File: src/rtl/cache_fill_if.sv
// Bundle of the cache-fill controller's cache-side and memory-side signals.
// The controller uses the slave modport. The cache/memory environment uses the master modport.
//
// Handshake semantics, applying to every transfer on this bundle:
//   - mem_en is a one-cycle read request strobe carrying memory_address.
//     Memory always accepts it, so there is no ready/backpressure.
//   - memory_data_valid qualifies memory_data for exactly the cycle it is
//     high. The controller always accepts the word in that cycle (no ready).
//   - write_data_array / write_tag_array / fill_done are single-cycle
//     strobes qualified by themselves; the arrays always accept them.
//   - miss_detected is a level, sampled only while the controller is idle.
interface cache_fill_if #(
    parameter int ADDR_W = 16,
    parameter int DATA_W = 16
);
    logic              miss_detected;
    logic [ADDR_W-1:0] miss_address;
    logic [DATA_W-1:0] memory_data;
    logic              memory_data_valid;
    logic              fsm_busy;
    logic              mem_en;
    logic [ADDR_W-1:0] memory_address;
    logic              write_data_array;
    logic [2:0]        cache_word_offset;
    logic [DATA_W-1:0] fill_data;
    logic              write_tag_array;
    logic              fill_done;
    // Debug view of the controller state: 0 = IDLE, 1 = FILL.
    logic              fsm_state_dbg;

    modport master (
        output miss_detected,
        output miss_address,
        output memory_data,
        output memory_data_valid,
        input  fsm_busy,
        input  mem_en,
        input  memory_address,
        input  write_data_array,
        input  cache_word_offset,
        input  fill_data,
        input  write_tag_array,
        input  fill_done,
        input  fsm_state_dbg
    );

    modport slave (
        input  miss_detected,
        input  miss_address,
        input  memory_data,
        input  memory_data_valid,
        output fsm_busy,
        output mem_en,
        output memory_address,
        output write_data_array,
        output cache_word_offset,
        output fill_data,
        output write_tag_array,
        output fill_done,
        output fsm_state_dbg
    );
endinterface

File: src/rtl/cache_fill_fsm.sv
// Cache miss fill controller.
// On a miss it stalls the pipeline and requests the 8 words of the 16-byte block
// in 8 back-to-back cycles. Each returned word is written into the data array at
// the next offset. The tag/valid entry is written together with the 8th word.
// Returned words may arrive with gaps and may overlap the request phase.
module cache_fill_fsm #(
    parameter int ADDR_W          = 16,
    parameter int DATA_W          = 16,
    parameter int WORDS_PER_BLOCK = 8
) (
    input logic        clk,
    input logic        rst,
    cache_fill_if.slave bus
);

    // Counter width holds 0..WORDS_PER_BLOCK inclusive (saturating value).
    localparam int CNT_W = 4;
    // Byte-offset bits inside a block: 8 words * 2 bytes = 16 bytes.
    localparam int BLK_OFFS_W = 4;
    localparam logic [CNT_W-1:0] CNT_FULL = CNT_W'(WORDS_PER_BLOCK);
    localparam logic [CNT_W-1:0] CNT_LAST = CNT_W'(WORDS_PER_BLOCK - 1);

    typedef enum logic {
        IDLE = 1'b0,
        FILL = 1'b1
    } state_t;

    state_t            state_q, state_d;
    logic [CNT_W-1:0]  issue_cnt_q, issue_cnt_d;
    logic [CNT_W-1:0]  recv_cnt_q, recv_cnt_d;
    logic [ADDR_W-1:0] base_q, base_d;

    // Qualified per-cycle events inside FILL.
    logic issue_now;
    logic recv_now;
    logic last_word;

    // Request, receive and completion events, derived from state and counters.
    always_comb begin
        issue_now = 1'b0;
        recv_now  = 1'b0;
        last_word = 1'b0;
        if (state_q == FILL) begin
            issue_now = (issue_cnt_q < CNT_FULL);
            // A valid beyond the 8th word cannot occur in FILL (we leave on
            // the 8th), but the guard keeps recv_cnt from ever exceeding 8.
            recv_now  = bus.memory_data_valid && (recv_cnt_q < CNT_FULL);
            last_word = recv_now && (recv_cnt_q == CNT_LAST);
        end
    end

    // Next-state and counter/base update logic.
    always_comb begin
        state_d     = state_q;
        issue_cnt_d = issue_cnt_q;
        recv_cnt_d  = recv_cnt_q;
        base_d      = base_q;
        case (state_q)
            IDLE: begin
                if (bus.miss_detected) begin
                    // Align the miss address down to its 16-byte block.
                    base_d      = {bus.miss_address[ADDR_W-1:BLK_OFFS_W], {BLK_OFFS_W{1'b0}}};
                    issue_cnt_d = '0;
                    recv_cnt_d  = '0;
                    state_d     = FILL;
                end
            end
            FILL: begin
                // miss_detected/miss_address are deliberately not looked at
                // here: a fill always runs to completion unless reset.
                if (issue_now) begin
                    issue_cnt_d = issue_cnt_q + CNT_W'(1);
                end
                if (recv_now) begin
                    recv_cnt_d = recv_cnt_q + CNT_W'(1);
                end
                if (last_word) begin
                    state_d = IDLE;
                end
            end
            default: begin
                state_d = IDLE;
            end
        endcase
    end

    // State, counter and base registers; reset aborts any fill at once.
    always_ff @(posedge clk or posedge rst) begin
        if (rst) begin
            state_q     <= IDLE;
            issue_cnt_q <= '0;
            recv_cnt_q  <= '0;
            base_q      <= '0;
        end else begin
            state_q     <= state_d;
            issue_cnt_q <= issue_cnt_d;
            recv_cnt_q  <= recv_cnt_d;
            base_q      <= base_d;
        end
    end

    // Output decode. fsm_busy is Moore; the array strobes follow the valid.
    always_comb begin
        bus.fsm_busy          = (state_q == FILL);
        bus.fsm_state_dbg     = (state_q == FILL);
        bus.mem_en            = issue_now;
        bus.memory_address    = '0;
        bus.write_data_array  = recv_now;
        bus.cache_word_offset = 3'd0;
        bus.write_tag_array   = last_word;
        bus.fill_done         = last_word;
        // Returned words go straight to the data array without a register.
        bus.fill_data         = bus.memory_data;
        if (issue_now) begin
            // base is block-aligned, so base + 14 never carries out of ADDR_W.
            bus.memory_address = base_q + ADDR_W'({issue_cnt_q, 1'b0});
        end
        if (recv_now) begin
            bus.cache_word_offset = recv_cnt_q[2:0];
        end
    end

endmodule

File: src/flat_wrapper.sv
// flat-port wrapper written by rule: the top's interface ports become plain ports
module cache_fill_fsm_flat 
#(
    parameter int ADDR_W          = 16,
    parameter int DATA_W          = 16,
    parameter int WORDS_PER_BLOCK = 8
)
  (clk, rst, bus_miss_detected, bus_miss_address, bus_memory_data, bus_memory_data_valid, bus_fsm_busy, bus_mem_en, bus_memory_address, bus_write_data_array, bus_cache_word_offset, bus_fill_data, bus_write_tag_array, bus_fill_done, bus_fsm_state_dbg);
  cache_fill_if #(.ADDR_W(ADDR_W), .DATA_W(DATA_W)) bus_i ();
  input logic clk;
  input logic rst;
  input wire logic [$bits(bus_i.miss_detected)-1:0] bus_miss_detected;
  input wire logic [$bits(bus_i.miss_address)-1:0] bus_miss_address;
  input wire logic [$bits(bus_i.memory_data)-1:0] bus_memory_data;
  input wire logic [$bits(bus_i.memory_data_valid)-1:0] bus_memory_data_valid;
  output wire logic [$bits(bus_i.fsm_busy)-1:0] bus_fsm_busy;
  output wire logic [$bits(bus_i.mem_en)-1:0] bus_mem_en;
  output wire logic [$bits(bus_i.memory_address)-1:0] bus_memory_address;
  output wire logic [$bits(bus_i.write_data_array)-1:0] bus_write_data_array;
  output wire logic [$bits(bus_i.cache_word_offset)-1:0] bus_cache_word_offset;
  output wire logic [$bits(bus_i.fill_data)-1:0] bus_fill_data;
  output wire logic [$bits(bus_i.write_tag_array)-1:0] bus_write_tag_array;
  output wire logic [$bits(bus_i.fill_done)-1:0] bus_fill_done;
  output wire logic [$bits(bus_i.fsm_state_dbg)-1:0] bus_fsm_state_dbg;
  assign bus_i.miss_detected = bus_miss_detected;
  assign bus_i.miss_address = bus_miss_address;
  assign bus_i.memory_data = bus_memory_data;
  assign bus_i.memory_data_valid = bus_memory_data_valid;
  assign bus_fsm_busy = bus_i.fsm_busy;
  assign bus_mem_en = bus_i.mem_en;
  assign bus_memory_address = bus_i.memory_address;
  assign bus_write_data_array = bus_i.write_data_array;
  assign bus_cache_word_offset = bus_i.cache_word_offset;
  assign bus_fill_data = bus_i.fill_data;
  assign bus_write_tag_array = bus_i.write_tag_array;
  assign bus_fill_done = bus_i.fill_done;
  assign bus_fsm_state_dbg = bus_i.fsm_state_dbg;
  cache_fill_fsm #(.ADDR_W(ADDR_W), .DATA_W(DATA_W), .WORDS_PER_BLOCK(WORDS_PER_BLOCK)) u_core (.clk(clk), .rst(rst), .bus(bus_i));
endmodule
File: config.mk
export PLATFORM = sky130hd
export DESIGN_NAME = cache_fill_fsm_flat
export DESIGN_NICKNAME = d
export VERILOG_FILES = /design/src/rtl/cache_fill_if.sv /design/src/rtl/cache_fill_fsm.sv /design/src/flat_wrapper.sv
export SDC_FILE = /design/constraint.sdc
export NUM_CORES = 1
export LEC_CHECK = 0
export ABC_AREA = 1
export BUFFER_PORTS_ARGS = -buffer_cell sky130_fd_sc_hd__buf_2
export CAP_MARGIN = 0
export CORE_UTILIZATION = 49
export CTS_BUF_LIST = sky130_fd_sc_hd__clkbuf_4
export CTS_CLUSTER_DIAMETER = 80
export DETAILED_ROUTE_END_ITERATION = 16
export PLACE_DENSITY = 0.93
export SETUP_SLACK_MARGIN = 0.05
export SYNTH_ARGS = -nofsm -noshare
export SYNTH_HDL_FRONTEND = slang
export SYNTH_SLANG_ARGS = --single-unit
File: constraint.sdc
create_clock -name clk -period 3.07 [get_ports clk]
set_clock_uncertainty 0.05 [all_clocks]
set_input_delay 0 -clock clk [delete_from_list [all_inputs] [get_ports clk]]
set_output_delay 0 -clock clk [all_outputs]
set_load 0.01 [all_outputs]
==> metrics.txt, run 1 <==
status=completed; Synth area leaders=dfrtp_1 38%, nand2_1 16%, buf_4 12%; Fin. Hold Viols=0; worst-path fanout max=4; main flop type after synthesis=dfrtp_1; CTS clock-pin slew for the worst setup and hold paths=0.12 ns; Clock Sinks=21; minimum clock period=1.79 ns; ys async rst share=100%; post-synthesis sequential area ratio=38.5%; maximum VDD drop=0.506 mV; Max Freq=559 MHz; Max clock buf depth=2; Synth Register Bits=21; CTS resizes=0; I/O pin total=77; largest net degree at the start of global routing=22; Worst EP required=3.02 ns; leak pwr=0.954 nW; relative slew slack=49.0%; Power Dens Cells=827 nW/um2; Met3 Routed Length=134 um; crit path DAT=1.74 ns; final period utilization=58.3%; Ys Warns=0; Syn Inst Count=193; area leader, netlist=dfrtp_1; I/O Buffers=39; antenna-violating nets left=0; routed wire length=2700 um; first-pass GRT wire length=4150 um; DR vias/cell=4.72; Post-synth top cells=57 x nand2_1, 23 x inv_1, 23 x nor2_1; Power, Total=0.00146 W; H-Tree Depth=1; FP Rows=18; count leader, synth=nand2_1; hold buffers post-CTS=30; gr ovfl total=0; met2 WL=1290 um; worst skew pair latency=0.31 ns; worst min path class=in -> reg; die area=3000 um2; Syn Nets=233; post-synth top area share=38.5%; via count=1293; multi-input logic area=587 um2; routability congestion estimate=0.821; Die Y=54.8 um; Cell variety after synth=17; Post-Syn Area=1370 um2; startpoint class of the critical path=register; fillcell total=243; vias in the first global route=1003; DP HPWL=1920 um; Slew Viols, Final=0; Post-CTS Setup Repair Bufs=0; Worst setup EP type=output pin; Num CTS Buffers=3; area delta synth->final=29.1%; initial antenna violation count=0; gr usage total=19.6%; # setup viols final=0; diode count=0; uppermost layer routed=met4; Tightest Pin Transition=0.764 ns; die extent in x=54.8 um; max_cap viols=0; DRC=0; RSZ-0062 raised after global routing=no; router iterations before antenna repair=4; Synth Area per Inst=7.07 um2; routed length per instance=9.85 um; Post-synth EDFFs=0; Starting Density=53.6%; CTS root buf=clkbuf_4; setup TNS=0 ns; Final nets=285; critical path type=reg -> out; DRT iter0 DRCs=24; register area=526 um2; TritonCTS clock tree=yes; CORE AREA=2540 um2; share of cells above drive strength 1=19.7%; M1 WL=1220 um
==> placed cells by master (no fill, tap or decap), drive strengths merged <==
cell / n
conb: 1
nand2: 58
a21oi: 9
dfrtp: 21
inv: 24
nand4: 2
clkbuf: 3
ha: 4
nand3: 8
o21ai: 16
clkinv: 1
xnor2: 1
dlygate4sd3: 30
o22ai: 1
buf: 39
nor2: 26
==> cell type report <==
class | count | area share (%)
multi-input combinational | 126 | 33.3
sequential | 21 | 29.8
inverter | 24 | 5.11
clock buffer | 3 | 1.28
tap | 30 | 2.13
timing repair buffer | 69 | 28.1
clock inverter | 1 | 0.284
==> worst max-delay path, cell delays in order (launching register included) <==
cell and delay [ns]:
dfrtp_1 0.45, ha_1 0.23, nand3_1 0.13, nor2_1 0.21, o21ai_0 0.10, a21oi_1 0.15, buf_2 0.15
==> layer usage <==
layer | vias to the layer above | track usage [%]
met4 | 0 | 10.7
met1 | 565 | 26.3
met3 | 5 | 1.94
met5 | - | 0
li1 | 676 | -
met2 | 47 | 30.5
==> through the flow <==
step	hold WS (ns)	cell area, um2	setup slack, ns	cells	util (%)
global placement	-0.0499	1440	1.58	240	56.4
detailed placement	-0.0499	1440	1.59	240	56.4
CTS	0.0902	1760	1.27	274	69.3
floorplan	-0.0735	1370	1.82	193	-
global route	0.135	1760	0.986	274	69.3
finish	0.102	1760	1.28	274	69.3
==> cell families (layout without fill, tap and decap cells) <==
logic type | after synthesis | in the layout | share of synthesized area [%]
compound gates | 26 | 26 | 9.62
xor+xnor | 1 | 1 | 0.642
fa+ha+maj | 4 | 4 | 3.67
buf+inv | 46 | 97 | 18.5
flops | 21 | 21 | 38.5
other cells | 1 | 1 | 0.275
simple gates | 94 | 94 | 28.8
==> registers in the layout, indices dropped and copies added (netlist names) <==
signal               count
u_core.recv_cnt_q        4
u_core.bus.fsm_busy      1
u_core.issue_cnt_q       4
u_core.base_q           12
==> report_power, final <==
part	internal, W	switching, W
sequential	0.000410	0.000135
clock	0.0000487	0.0000853
combinational	0.000316	0.000463
total	0.000775	0.000683
==> worst paths after layout <==
kind                                                        start                                end  slack [ns]  cells past startpoint
worst max-delay path            u_core.issue_cnt_q[3]$_DFFE_PP0P_              bus_memory_address[9]        1.28                      6
worst min register to register   u_core.recv_cnt_q[3]$_DFFE_PP0P_   u_core.recv_cnt_q[3]$_DFFE_PP0P_        0.50                      2
min in group asynchronous                                     rst  u_core.issue_cnt_q[0]$_DFFE_PP0P_        0.30                      3
worst min-delay path                        bus_memory_data_valid   u_core.recv_cnt_q[0]$_DFFE_PP0P_        0.10                      5
worst max register to register      u_core.bus.fsm_busy$_DFF_PP0_   u_core.recv_cnt_q[0]$_DFFE_PP0P_        1.58                      6
max in group asynchronous                                     rst      u_core.base_q[14]$_DFFE_PP0P_        2.19                      3
Power figures use the tool's default switching activity.
==> run 2, diff against run 1 <==
Settings changed: CORE_UTILIZATION 49 to 41, PLACE_DENSITY 0.93 to 0.83.
Clock period 3.07 ns to 1.5 ns, I/O delays scaled along.
==> run 2 against run 1 <==
  * The run now ends with setup timing left
  * Non-clock buffer count increased by 9
  * Clock power increased by 110%
  * Routed wire length increased by 18%
  * Critical endpoint is now bus_memory_address[15]
  * Die area increased by 19%
  * Global-route usage decreased by 0.48 points
  * Critical path depth increased by 2
  * Design area increased by 8.8%
  * Sequential share of layout area decreased by 2.4 points
  * Core utilization decreased by 7.5 points
==> metrics.txt, run 2 (synthesis results as in run 1) <==
status=finished, violations left; failing checks=setup timing; Power Internal=0.00175 W (+130%); minimum clock period=1.64 ns; Hold Slack=0.0553 ns (-0.0464 ns); DR vias/cell=4.55 (-3.6%); die area=3560 um2 (+19%); area delta synth->final=40.5%; WP depth=8 (+2); I/O pin total=77 (unchanged); Worst setup EP type=output pin; first-pass GRT wire length=5030 um (+21%); Bufs and invs on worst path=2 (+1); FP Rows=20 (+2); Die Y=59.7 um (+9.0%); router iterations before antenna repair=4 (unchanged); RSZ-0062 raised after global routing=yes; Hold Path Stages=5 (unchanged); fillcell total=297 (+22%); leak pwr=1.00 nW (+5.2%); die extent in x=59.7 um (+9.0%); final setup margin=-0.137 ns (-1.42 ns); maximum VDD drop=0.792 mV (+56%); Max clock buf depth=2 (unchanged); DP HPWL=2040 um (+6.0%); share of cells above drive strength 1=28.0% (+8.3 points); slowest CP cell=dfrtp_1; final period utilization=109%; worst min path class=in -> reg; Slew Viols, Final=0 (unchanged); gr ovfl total=0 (unchanged); gr usage total=19.1% (-0.48 points); critical path type=reg -> out; routed wire length=3190 um (+18%); Reg with most FFs=u_core.base_q; initial antenna violation count=0 (unchanged); Worst EP required=1.45 ns (-1.57 ns); FF-to-FF path depth=8 (+2); # setup viols final=8 (+8); DRC=0 (unchanged); vias in the first global route=1245 (+24%); crit-path max cell delay=0.40 ns (-0.05 ns); most common cell after layout, fill and taps aside=nand2_1; max_cap viols=0 (unchanged); CP cell instances=ha_2 -> nand2_2 -> nor2_4 -> nand3_2 -> nand2_1 -> inv_1 -> nor2_1 -> buf_2; Starting Density=44.0% (-9.6 points); Clock Sinks=21 (unchanged); Final nets=295 (+3.5%); largest net degree at the start of global routing=22 (unchanged); startpoint class of the critical path=register; via count=1356 (+4.9%); part of the power in the clock network=8.3% (-0.9 points); DP Worst Slack=0.163 ns (-1.43 ns); diode count=0 (unchanged); Comb power frac=58.1% (+4.6 points); H-Tree Depth=1 (unchanged); sequential power share=33.6% (-3.7 points); routability congestion estimate=0.820 (-0.11%); crit path DAT=1.59 ns (-0.15 ns); commonest cells after routing, fill and taps aside=55 x nand2_1, 38 x buf_2, 30 x dlygate4sd3_1, 21 x inv_1, 21 x dfrtp_1; CORE AREA=3100 um2 (+22%); antenna-violating nets left=0 (unchanged); Num CTS Buffers=3 (unchanged); Max Freq=611 MHz; sw frac=47.1% (+0.26 points); CTS root buf=clkbuf_4; I/O Buffers=39 (unchanged); Fin. Hold Viols=0 (unchanged); worst skew pair latency=0.31 ns (about the same); TritonCTS clock tree=yes; DRT iter0 DRCs=35 (+46%); CTS clock-pin slew for the worst setup and hold paths=0.12 ns (about the same); Power Dens Cells=1720 nW/um2 (+110%); routed length per instance=10.7 um (+8.5%); max reg flops=12 (unchanged); Top Family by Delay on Critical Path=simple AND/OR/NAND/NOR gates; biggest regs=u_core.base_q: 12 flops, u_core.issue_cnt_q: 4 flops, u_core.recv_cnt_q: 4 flops; Net Sw Power=0.00156 W (+130%); worst-path fanout max=4 (unchanged)
==> run 2: cell types whose count changed in the layout (fill, tap and decap cells not counted), moves of 3 or more <==
cell / before / now
buf_4: 0 / 9
nor2_1: 23 / 18
nor2_4: 3 / 7
nand3_1: 8 / 5
nand3_2: 0 / 3
o21ai_0: 16 / 13
o21ai_1: 0 / 3
==> run 2: worst paths after layout <==
| kind | slack (ns) | start | end |
|---|---|---|---|
| min in group asynchronous | 0.21 | rst | u_core.base_q[7]$_DFFE_PP0P_ |
| setup / recovery | -0.14 | u_core.base_q[4]$_DFFE_PP0P_ | bus_memory_address[15] |
| setup reg to reg | 0.21 | u_core.bus.fsm_busy$_DFF_PP0_ | u_core.recv_cnt_q[2]$_DFFE_PP0P_ |
| hold / removal | 0.06 | bus_memory_data_valid | u_core.recv_cnt_q[0]$_DFFE_PP0P_ |
| max in group asynchronous | 0.97 | rst | u_core.base_q[10]$_DFFE_PP0P_ |
| hold reg to reg | 0.50 | u_core.base_q[4]$_DFFE_PP0P_ | u_core.base_q[4]$_DFFE_PP0P_ |
==> run 2: what timing repair did <==
item,CTS,global route
hold buffers,30,0
cloned,1,0
setup endpoints to repair,18,19
hold endpoints to repair,50,0
pin swaps,9,1
gates resized for setup,21,1
buffers inserted,5,0
==> run 2: power groups by stage <==
stage	logic [W]	clock network, W	registers [W]
2_1_floorplan	0.00117	0	0.00106
3_3_place_gp	0.00156	0	0.00109
3_5_place_dp	0.00161	0	0.00110
4_1_cts	0.00192	0.000287	0.00110
5_1_grt	0.00217	0.000307	0.00115
6_report	0.00192	0.000276	0.00111
==> run 2: routing by layer <==
| layer | wire [um] | track usage, % | up-vias |
|---|---|---|---|
| met5 | 0 | 0 | - |
| met4 | 44 | 12.0 | 0 |
| met3 | 168 | 2.38 | 4 |
| met2 | 1600 | 31.3 | 45 |
| met1 | 1370 | 23.8 | 605 |
| li1 | - | - | 702 |
==> run 2: cell type report <==
cell class              count  area (um2)  share of cell area (%)
clock buffers               3        22.5                    1.17
multi-input cells         127         648                    33.8
flip-flops and latches     21         526                    27.4
repair buffers             78         569                    29.7
well taps                  44        55.1                    2.87
inverters                  24        92.6                    4.83
clock inverters             1        5.00                   0.261
==> run 2: through the flow <==
step | total power [W] | instance area, um2 | utilization [%] | instances | TNS [ns]
after detailed placement | 0.00270 | 1480 | 47.8 | 258 | 0
after global routing | 0.00362 | 1920 | 61.8 | 298 | -2.29
after CTS | 0.00330 | 1920 | 61.8 | 298 | -0.772
final | 0.00331 | 1920 | 61.8 | 298 | -0.691
after global placement | 0.00265 | 1480 | 47.8 | 258 | 0
after floorplan | 0.00223 | 1370 | - | 193 | 0
==> run 2: tightest hold or removal path: cells and delay by family <==
kind                   cells  cell delay, ns
and+or+nand+nor            3            0.25
buffers and inverters      2            0.14
==> run 3, diff against run 2 <==
Settings changed: CORE_ASPECT_RATIO set to 0.5.
==> run 3 against run 2 <==
  * The flow still finishes with violations (setup timing)
  * Non-clock buffer count fell by 1
  * Sequential power barely moved
  * Hold slack got worse by 0.012 ns
  * Maximum frequency fell by 5.2%
  * Core utilization rose by 1.5 points
  * Count of clock-buffer cells in the layout did not move
  * Routed wire length rose by 9.3%
  * Design area rose by 1.8%
  * Sequential share of layout area fell by 0.49 points
  * Combinational power rose by 14%
  * Power rose by 7.9%
  * Critical endpoint is now bus_memory_address[14]
  * Largest cell class unchanged
  * Largest power group unchanged
==> metrics.txt, run 3 (synthesis results as in run 1) <==
status=finished, violations left; failing checks=setup timing; vias in the first global route=1321 (+6.1%); final setup margin=-0.227 ns (-0.0891 ns); slowest CP cell=dfrtp_1; Die Y=42.8 um (-28%); I/O pin total=77 (unchanged); crit path DAT=1.68 ns (+0.09 ns); part of the power in the clock network=7.7% (-0.6 points); area delta synth->final=43.1%; most common cell after layout, fill and taps aside=nand2_1; RSZ-0062 raised after global routing=yes; Max clock buf depth=2 (unchanged); CP cell instances=ha_1 -> nand2_2 -> nor2_4 -> nand3_1 -> nand2_1 -> inv_1 -> nor2_1 -> buf_2; Worst setup EP type=output pin; Reg with most FFs=u_core.base_q; initial antenna violation count=0 (unchanged); # setup viols final=15 (+7); die extent in x=83.6 um (+40%); gr usage total=19.0% (-0.11 points); Top Family by Delay on Critical Path=simple AND/OR/NAND/NOR gates; Power Dens Cells=1830 nW/um2 (+6.0%); CTS clock-pin slew for the worst setup and hold paths=0.11 ns (about the same); final period utilization=115% (+5.9 points); TritonCTS clock tree=yes; reg2reg setup slack=0.09 ns (-0.12 ns); maximum VDD drop=0.777 mV (-2.0%); dpl cell area=1480 um2 (-0.34%); Core Util, Final=63.4% (+1.5 points); routability congestion estimate=0.747 (-8.9%); Bufs and invs on worst path=2 (unchanged); max_cap viols=0 (unchanged); diode count=0 (unchanged); R2R Path Start=u_core.issue_cnt_q[3]$_DFFE_PP0P_; Power Internal=0.00191 W (+9.2%); CORE AREA=3080 um2 (-0.65%); cell area after layout=1950 um2 (+1.8%); Hold Slack=0.0434 ns (-0.0119 ns); worst-path fanout max=6 (+2); biggest regs=u_core.base_q: 12 flops, u_core.issue_cnt_q: 4 flops, u_core.recv_cnt_q: 4 flops; Num CTS Buffers=3 (unchanged); critical path type=reg -> out; Crit. Startpoint=u_core.issue_cnt_q[3]$_DFFE_PP0P_; Starting Density=44.3% (+0.29 points); commonest cells after routing, fill and taps aside=56 x nand2_1, 36 x buf_2, 30 x dlygate4sd3_1, 22 x inv_1, 21 x dfrtp_1; routed length per instance=11.9 um (+12%); fillcell total=241 (-19%); FF-to-FF path depth=8 (unchanged); share of cells above drive strength 1=27.0% (-0.97 points); Final nets=293 (-0.68%); I/O Buffers=39 (unchanged); gr ovfl total=0 (unchanged); largest net degree at the start of global routing=22 (unchanged); leak pwr=1.01 nW (+1.0%); sequential power share=31.1% (-2.5 points); Clock Sinks=21 (unchanged); minimum clock period=1.73 ns (+0.0891 ns); Max Freq=579 MHz (-5.2%); H-Tree Depth=1 (unchanged); sw frac=46.5% (-0.66 points); CP endpoint=bus_memory_address[14]; first-pass GRT wire length=5470 um (+8.8%); Slew Viols, Final=0 (unchanged); max reg flops=12 (unchanged); router iterations before antenna repair=6 (+2); crit-path max cell delay=0.43 ns (+0.03 ns); routed wire length=3480 um (+9.3%); startpoint class of the critical path=register; DR vias/cell=4.92 (+8.2%); DRT iter0 DRCs=84 (+140%); via count=1437 (+6.0%); worst skew pair latency=0.30 ns (about the same); DRC=0 (unchanged); reg2reg end=u_core.issue_cnt_q[3]$_DFFE_PP0P_; WP depth=8 (unchanged); worst min path class=in -> reg; Comb power frac=61.2% (+3.1 points); CTS root buf=clkbuf_4; Fin. Hold Viols=0 (unchanged); FP Rows=14 (-30%); die area=3580 um2 (+0.39%); DP HPWL=2120 um (+4.0%); Net Sw Power=0.00166 W (+6.4%); Worst EP required=1.45 ns (about the same); antenna-violating nets left=0 (unchanged)
run 3: cell count changes in the layout (fill, tap and decap cells not counted), sizes merged:
cell,before,now
buf,48,46
nor2,27,26
clkbuf,3,4
run 3: worst min-delay path by stage:
stage	startpoint	slack, ns	depth (start not counted)	to
after floorplan	rst	-0.07	1	u_core.base_q[10]$_DFFE_PP0P_
after global placement	bus_memory_data[10]	-0.05	0	bus_fill_data[10]
after detailed placement	bus_memory_data[10]	-0.05	0	bus_fill_data[10]
after CTS	bus_memory_data_valid	0.04	5	u_core.recv_cnt_q[0]$_DFFE_PP0P_
after global routing	bus_memory_data_valid	0.06	4	u_core.recv_cnt_q[2]$_DFFE_PP0P_
final	bus_memory_data_valid	0.04	4	u_core.recv_cnt_q[2]$_DFFE_PP0P_
run 3: layout make-up:
cell class	count	area, um2	area share (%)
clock buffer	3	22.5	1.15
multi-input combinational	126	647	33.1
inverter	24	95.1	4.87
clock inverter	1	5.00	0.256
tap	40	50.0	2.56
sequential	21	526	26.9
timing repair buffer	77	608	31.1
run 3: per-stage QoR:
| stage | total power, W | std cells | setup WS [ns] | TNS (ns) |
|---|---|---|---|---|
| after global placement | 0.00264 | 254 | 0.191 | 0 |
| after detailed placement | 0.00271 | 254 | 0.145 | 0 |
| after global routing | 0.00386 | 292 | -0.326 | -3.59 |
| final | 0.00357 | 292 | -0.227 | -2.33 |
| after CTS | 0.00341 | 290 | -0.145 | -1.41 |
| after floorplan | 0.00223 | 193 | 0.252 | 0 |
run 3: timing repair:
| action | CTS | global route |
|---|---|---|
| hold buffers | 30 | 0 |
| hold endpoints to repair | 50 | 0 |
| gates resized for setup | 17 | 12 |
| endpoints found under the setup margin | 18 | 18 |
| pin swaps | 5 | 2 |
| gates cloned | 1 | 0 |
| buffers inserted | 1 | 2 |
run 3: power groups by stage:
stage | logic (W) | registers (W) | clock network, W
global route | 0.00241 | 0.00115 | 0.000300
floorplan | 0.00117 | 0.00106 | 0
global placement | 0.00156 | 0.00108 | 0
CTS | 0.00204 | 0.00109 | 0.000280
detailed placement | 0.00161 | 0.00110 | 0
finish | 0.00218 | 0.00111 | 0.000274
run 3: per-layer routing:
layer,track usage (%),routed length [um],part of all wire (%),vias up
li1,-,-,-,697
met1,22.0,1450,42,661
met4,4.41,44,1.3,0
met3,4.67,234,6.7,8
met2,35.9,1750,50,71
met5,0,0,0,-
run 3: tightest hold or removal path: cells and delay by family:
family | cells | cell delay [ns]
buffers and inverters | 1 | 0.11
and+or+nand+nor | 3 | 0.25
